==> src/rtl/bfp_pkg.sv <==
// Shared block-floating-point definitions: exponent width helper and the
// expander's state encoding, common to the calculator, compressor and expander.
package bfp_pkg;

  typedef logic [0:0] bfp_state_t;

  localparam bfp_state_t S_WAIT_EXP = 1'b0;
  localparam bfp_state_t S_PAYLOAD  = 1'b1;

  function automatic int shift_w(input int width);
    return $clog2(width + 1);
  endfunction

endpackage

==> src/rtl/bfp_denorm_shift.sv <==
// Combinational mantissa denormaliser: left-justifies the mantissa in a
// WIDTH-bit word, then logically shifts it right by the block exponent.
module bfp_denorm_shift
  import bfp_pkg::*;
#(
  parameter int WIDTH      = 16,
  parameter int MANT_WIDTH = 8,
  localparam int SHW       = shift_w(WIDTH)
) (
  input  logic [MANT_WIDTH-1:0] mant,
  input  logic [SHW-1:0]        shift,
  output logic [WIDTH-1:0]      data
);

  localparam logic [SHW-1:0] SHIFT_MAX = SHW'(WIDTH);

  logic [WIDTH-1:0] full_s;

  // Cast-then-shift keeps MANT_WIDTH == WIDTH legal (no zero-width pad).
  assign full_s = WIDTH'(mant) << (WIDTH - MANT_WIDTH);
  assign data   = (shift >= SHIFT_MAX) ? {WIDTH{1'b0}} : (full_s >> shift);

endmodule

==> src/rtl/bfp_expander.sv <==
// Block-floating-point expander: pairs each block exponent with BLOCK_LEN
// mantissas, reconstructs full-width magnitudes and checks block framing.
module bfp_expander
  import bfp_pkg::*;
#(
  parameter int WIDTH      = 16,
  parameter int MANT_WIDTH = 8,
  parameter int BLOCK_LEN  = 16,
  localparam int SHW       = shift_w(WIDTH)
) (
  input  logic                  i_clk,
  input  logic                  i_rst_n,
  input  logic [SHW-1:0]        i_shift_factor,
  input  logic                  i_shift_valid,
  output logic                  o_shift_ready,
  input  logic                  i_valid,
  input  logic [MANT_WIDTH-1:0] i_mant,
  input  logic                  i_last,
  output logic                  o_ready,
  output logic                  o_valid,
  output logic [WIDTH-1:0]      o_data,
  output logic                  o_last,
  input  logic                  i_ready,
  output logic                  o_len_err,
  output logic                  o_range_err
);

  localparam int               CNT_W     = $clog2(BLOCK_LEN);
  localparam logic [CNT_W-1:0] CNT_LAST  = CNT_W'(BLOCK_LEN - 1);
  localparam logic [SHW-1:0]   SHIFT_MAX = SHW'(WIDTH);

  bfp_state_t       state_r;
  logic [CNT_W-1:0] count_r;
  logic             exp_pending_r;
  logic [SHW-1:0]   exp_hold_r;
  logic [SHW-1:0]   cur_shift_r;

  logic             shift_acc_s;
  logic             shift_over_s;
  logic [SHW-1:0]   shift_clamped_s;
  logic             mant_acc_s;
  logic             cnt_end_s;
  logic             eob_s;
  logic             len_err_s;
  logic [WIDTH-1:0] denorm_data_s;

  assign o_shift_ready   = !exp_pending_r;
  assign shift_acc_s     = i_shift_valid && !exp_pending_r;
  assign shift_over_s    = i_shift_factor > SHIFT_MAX;
  assign shift_clamped_s = shift_over_s ? SHIFT_MAX : i_shift_factor;

  assign o_ready    = (state_r == S_PAYLOAD) && (!o_valid || i_ready);
  assign mant_acc_s = i_valid && o_ready;
  assign cnt_end_s  = (count_r == CNT_LAST);
  assign eob_s      = i_last || cnt_end_s;
  // Exactly one of the two end conditions means early or missing i_last.
  assign len_err_s  = i_last != cnt_end_s;

  bfp_denorm_shift #(
    .WIDTH      (WIDTH),
    .MANT_WIDTH (MANT_WIDTH)
  ) u_denorm (
    .mant  (i_mant),
    .shift (cur_shift_r),
    .data  (denorm_data_s)
  );

  // Exponent holding register, block sequencing and range-error pulse.
  always_ff @(posedge i_clk or negedge i_rst_n) begin
    if (!i_rst_n) begin
      state_r       <= S_WAIT_EXP;
      exp_pending_r <= 1'b0;
      exp_hold_r    <= {SHW{1'b0}};
      cur_shift_r   <= {SHW{1'b0}};
      o_range_err   <= 1'b0;
    end else begin
      o_range_err <= shift_acc_s && shift_over_s;
      case (state_r)
        S_WAIT_EXP: begin
          if (exp_pending_r) begin
            cur_shift_r   <= exp_hold_r;
            exp_pending_r <= 1'b0;
            state_r       <= S_PAYLOAD;
          end else if (shift_acc_s) begin
            cur_shift_r <= shift_clamped_s;
            state_r     <= S_PAYLOAD;
          end
        end
        S_PAYLOAD: begin
          if (mant_acc_s && eob_s) begin
            // A ready exponent starts the next block with no bubble.
            if (exp_pending_r) begin
              cur_shift_r   <= exp_hold_r;
              exp_pending_r <= 1'b0;
            end else if (shift_acc_s) begin
              cur_shift_r <= shift_clamped_s;
            end else begin
              state_r <= S_WAIT_EXP;
            end
          end else if (shift_acc_s) begin
            exp_hold_r    <= shift_clamped_s;
            exp_pending_r <= 1'b1;
          end
        end
        default: begin
          state_r <= S_WAIT_EXP;
        end
      endcase
    end
  end

  // Sample counter and registered output stage with backpressure hold.
  always_ff @(posedge i_clk or negedge i_rst_n) begin
    if (!i_rst_n) begin
      count_r   <= {CNT_W{1'b0}};
      o_valid   <= 1'b0;
      o_data    <= {WIDTH{1'b0}};
      o_last    <= 1'b0;
      o_len_err <= 1'b0;
    end else begin
      o_len_err <= mant_acc_s && len_err_s;
      if (mant_acc_s) begin
        o_valid <= 1'b1;
        o_data  <= denorm_data_s;
        o_last  <= eob_s;
        count_r <= eob_s ? {CNT_W{1'b0}} : (count_r + CNT_W'(1));
      end else if (i_ready) begin
        o_valid <= 1'b0;
      end
    end
  end

endmodule

==> config.mk <==
export PLATFORM = sky130hd
export DESIGN_NAME = bfp_expander
export DESIGN_NICKNAME = d
export VERILOG_FILES = /design/src/rtl/bfp_pkg.sv /design/src/rtl/bfp_denorm_shift.sv /design/src/rtl/bfp_expander.sv
export SDC_FILE = /design/constraint.sdc
export NUM_CORES = 1
export LEC_CHECK = 0
export BUFFER_PORTS_ARGS = -buffer_cell sky130_fd_sc_hd__buf_2
export CAP_MARGIN = 0
export CORE_MARGIN = 4
export CORE_UTILIZATION = 56
export CTS_BUF_LIST = sky130_fd_sc_hd__clkbuf_4
export DETAILED_ROUTE_END_ITERATION = 12
export PLACE_DENSITY = 0.82
export SKIP_CTS_REPAIR_TIMING = 1
export SYNTH_ARGS = -nofsm -noshare
export SYNTH_HDL_FRONTEND = slang
export SYNTH_SLANG_ARGS = --single-unit
==> constraint.sdc <==
create_clock -name i_clk -period 2.55 [get_ports i_clk]
set_input_delay 0 -clock i_clk [delete_from_list [all_inputs] [get_ports i_clk]]
set_output_delay 0 -clock i_clk [all_outputs]
set_load 0.02 [all_outputs]
==> results.py <==
metrics = {
    "global_routing": {
        "antenna_found_initial": 0,
        "grt_pass1_vias": 1439,
        "grt_max_degree": 37,
        "gr-usage-all-layers_pct": 20.0,
        "grt_first_pass_wirelength_um": 6700,
        "overflow": 0,
    },
    "cts": {
        "clockBufferDepth": 2,
        "cts.sinks": 36,
        "cts_tree": "done",
        "cts_max_level": 2,
        "cts_made_buffers": 5,
        "path_clk_slew_ns": 0.10,
        "clock_latency_ns": 0.33,
        "ctsRootBufferMaster": "clkbuf_4",
    },
    "synth": {
        "syn_area_per_cell_um2": 10.5,
        "syn_area_um2": 1900,
        "ys_seq_area_share_pct": 47.5,
        "synth_edf_count": 0,
        "netlist_instances": 180,
        "synth_top_flop_cell": "dfrtp_1",
        "synthArstFlopShare_pct": 100,
        "synthDistinctLibCells": 44,
        "yosysWarnings": 0,
        "synth_nets": 201,
        "ys_ff_latch": 36,
    },
    "power_and_ir_drop": {
        "powerDensity_nw_per_um2": 946,
        "leakage_nw": 1.11,
        "irDropWorstVdd_mv": 0.426,
    },
    "sta": {
        "period_minus_slack_ns": 2.09,
        "slew_violations": 0,
        "fin_ws_ns": 0.462,
        "relSlewSlack_pct": 49.4,
        "tightest_slew_ns": 0.760,
        "hold_violations": 0,
        "fin_crit_sh_pct": 81.9,
        "rsz0062_at_grt": "false",
        "whs_ns": 0.0248,
        "setup_violations": 0,
        "skew_ns": 0.0133,
        "setup_tns_ns": 0,
        "fmax_mhz": 479,
    },
    "critical_path": {
        "max_stage_delay_ns": 0.42,
        "crit_slowest_cell": "dfrtp_1",
        "worstPathRequired_ns": 2.75,
        "worst_path_most_repeated_cell": "ha_1",
        "path_max_fanout": 6,
        "crit_type": "register to register",
        "path_cells": "ha_1 > nand3_1 > ha_1 > inv_1 > a31o_2 > o21ai_1 > mux2_2",
        "crit_arrival_ns": 2.29,
        "worstSetupEndpointType": "register",
        "startpoint_type": "register",
    },
    "routing": {
        "routed_wl_um": 3960,
        "dr.pass1.iters": 7,
        "wl_per_cell_um": 14.8,
        "drc": 0,
        "routed_via_density": 5.74,
        "ant_nets": 0,
        "drtIter0Drc": 98,
        "route.vias.total": 1538,
    },
    "die": {
        "die_width_um": 66.2,
        "std_cell_rows": 20,
        "die_h_um": 66.2,
        "fp.coreArea_um2": 3150,
        "dieArea_um2": 4390,
        "io_pins": 41,
        "start_util_pct": 60.2,
    },
    "final_layout": {
        "final_common_cell": "buf_2",
        "mostFrequentLayoutCells": "40 x buf_2, 36 x dfrtp_1, 25 x nand2_1",
        "diodes": 0,
        "fin_area_um2": 2220,
        "fill_cells": 267,
        "finalNetCount": 245,
        "drive_gt1_share_pct": 30.8,
        "seq_area_um2": 901,
        "multiInputGateArea_um2": 911,
        "area_growth_pct": 16.8,
    },
    "run": {
        "cap_violations": 0,
    },
    "placement": {
        "dpl.hpwl_um": 2970,
        "preCtsSetupSlack_ns": 0.510,
        "io_buffers": 40,
        "place.gp.congestion": 0.886,
        "placed_area_um2": 2100,
    },
    "status": {
        "status": "completed",
    },
    "hold_path": {
        "min_path_type": "primary input to register",
    },
}
-- per-layer routing --
metal,vias to the layer above,GRT usage [%],wire length (µm)
met1,745,24.7,1630
li1,729,-,-
met2,57,33.3,2030
met5,-,0,0
met4,0,7.87,58
met3,7,4.93,245
-- cell families after synthesis --
group / count (synthesis) / share of synthesized area (%)
flops: 36 / 47.5
compound gates: 37 / 13.6
simple gates: 60 / 16.4
buf+inv: 18 / 4.55
fa+ha+maj: 2 / 1.32
mux: 27 / 16.7
-- Yosys cell counts (all sizes together), types with 4 or more instances --
cell,count,area [µm²]
nor2,7,26.3
o21ai,17,85.1
mux2i,11,110
nand2b,6,37.5
inv,8,30.0
buf,6,41.3
mux2,14,161
and2,4,25.0
clkbuf,4,15.0
nand3,6,30.0
dfrtp,36,901
nand2,25,93.8
-- worst paths after layout --
path                                 start  cells past startpoint  slack (ns)             end
worst max-delay path            count_r[0]                      7        0.46  cur_shift_r[2]
worst min-delay path               i_valid                      3        0.02   exp_pending_r
worst max register to register  count_r[0]                      7        0.46  cur_shift_r[2]
worst min register to register  o_data[10]                      2        0.49      o_data[10]
max in group asynchronous          i_rst_n                      2        1.78       o_data[7]
min in group asynchronous          i_rst_n                      2        0.27         o_valid
-- report_power, final --
group / internal, mW / leakage, nW / switching (mW)
Clock: 0.112 / 0.0315 / 0.169
Combinational: 0.397 / 0.613 / 0.458
Sequential: 0.749 / 0.465 / 0.212
-- critical path, delay by kind of cell (launching register included) --
| family | cells | cell delay (ns) |
|---|---|---|
| AND/OR/NAND/NOR | 1 | 0.09 |
| adder cells (fa/ha/maj) | 2 | 0.47 |
| multiplexers | 1 | 0.40 |
| AO/OA/AOI/OAI | 2 | 0.50 |
| buffers and inverters | 1 | 0.09 |
| flip-flops | 1 | 0.42 |
-- sequential cells by signal, indices dropped and copies added, names as in the netlist --
register	count
o_len_err	1
o_valid	1
exp_hold_r	5
o_last	1
cur_shift_r	5
o_range_err	1
o_data	16
state_r	1
exp_pending_r	1
count_r	4
-- final cells by class --
cell class                      instances  area share [%]
Clock buffer                            6            2.03
Timing Repair Buffer                   47            12.2
Sequential cell                        36            40.6
Clock inverter                          1           0.226
Multi-Input combinational cell        126            41.1
Inverter                                8            1.35
Tap cell                               44            2.48
-- through the flow --
stage | util [%] | total power, mW | std cells
2_1_floorplan | - | 1.59 | 180
3_3_place_gp | 66.5 | 1.77 | 254
3_5_place_dp | 66.5 | 1.82 | 254
4_1_cts | 68.1 | 2.10 | 261
5_1_grt | 70.3 | 2.26 | 268
6_report | 70.3 | 2.10 | 268
No activity file was read; power rests on OpenSTA's default activity.
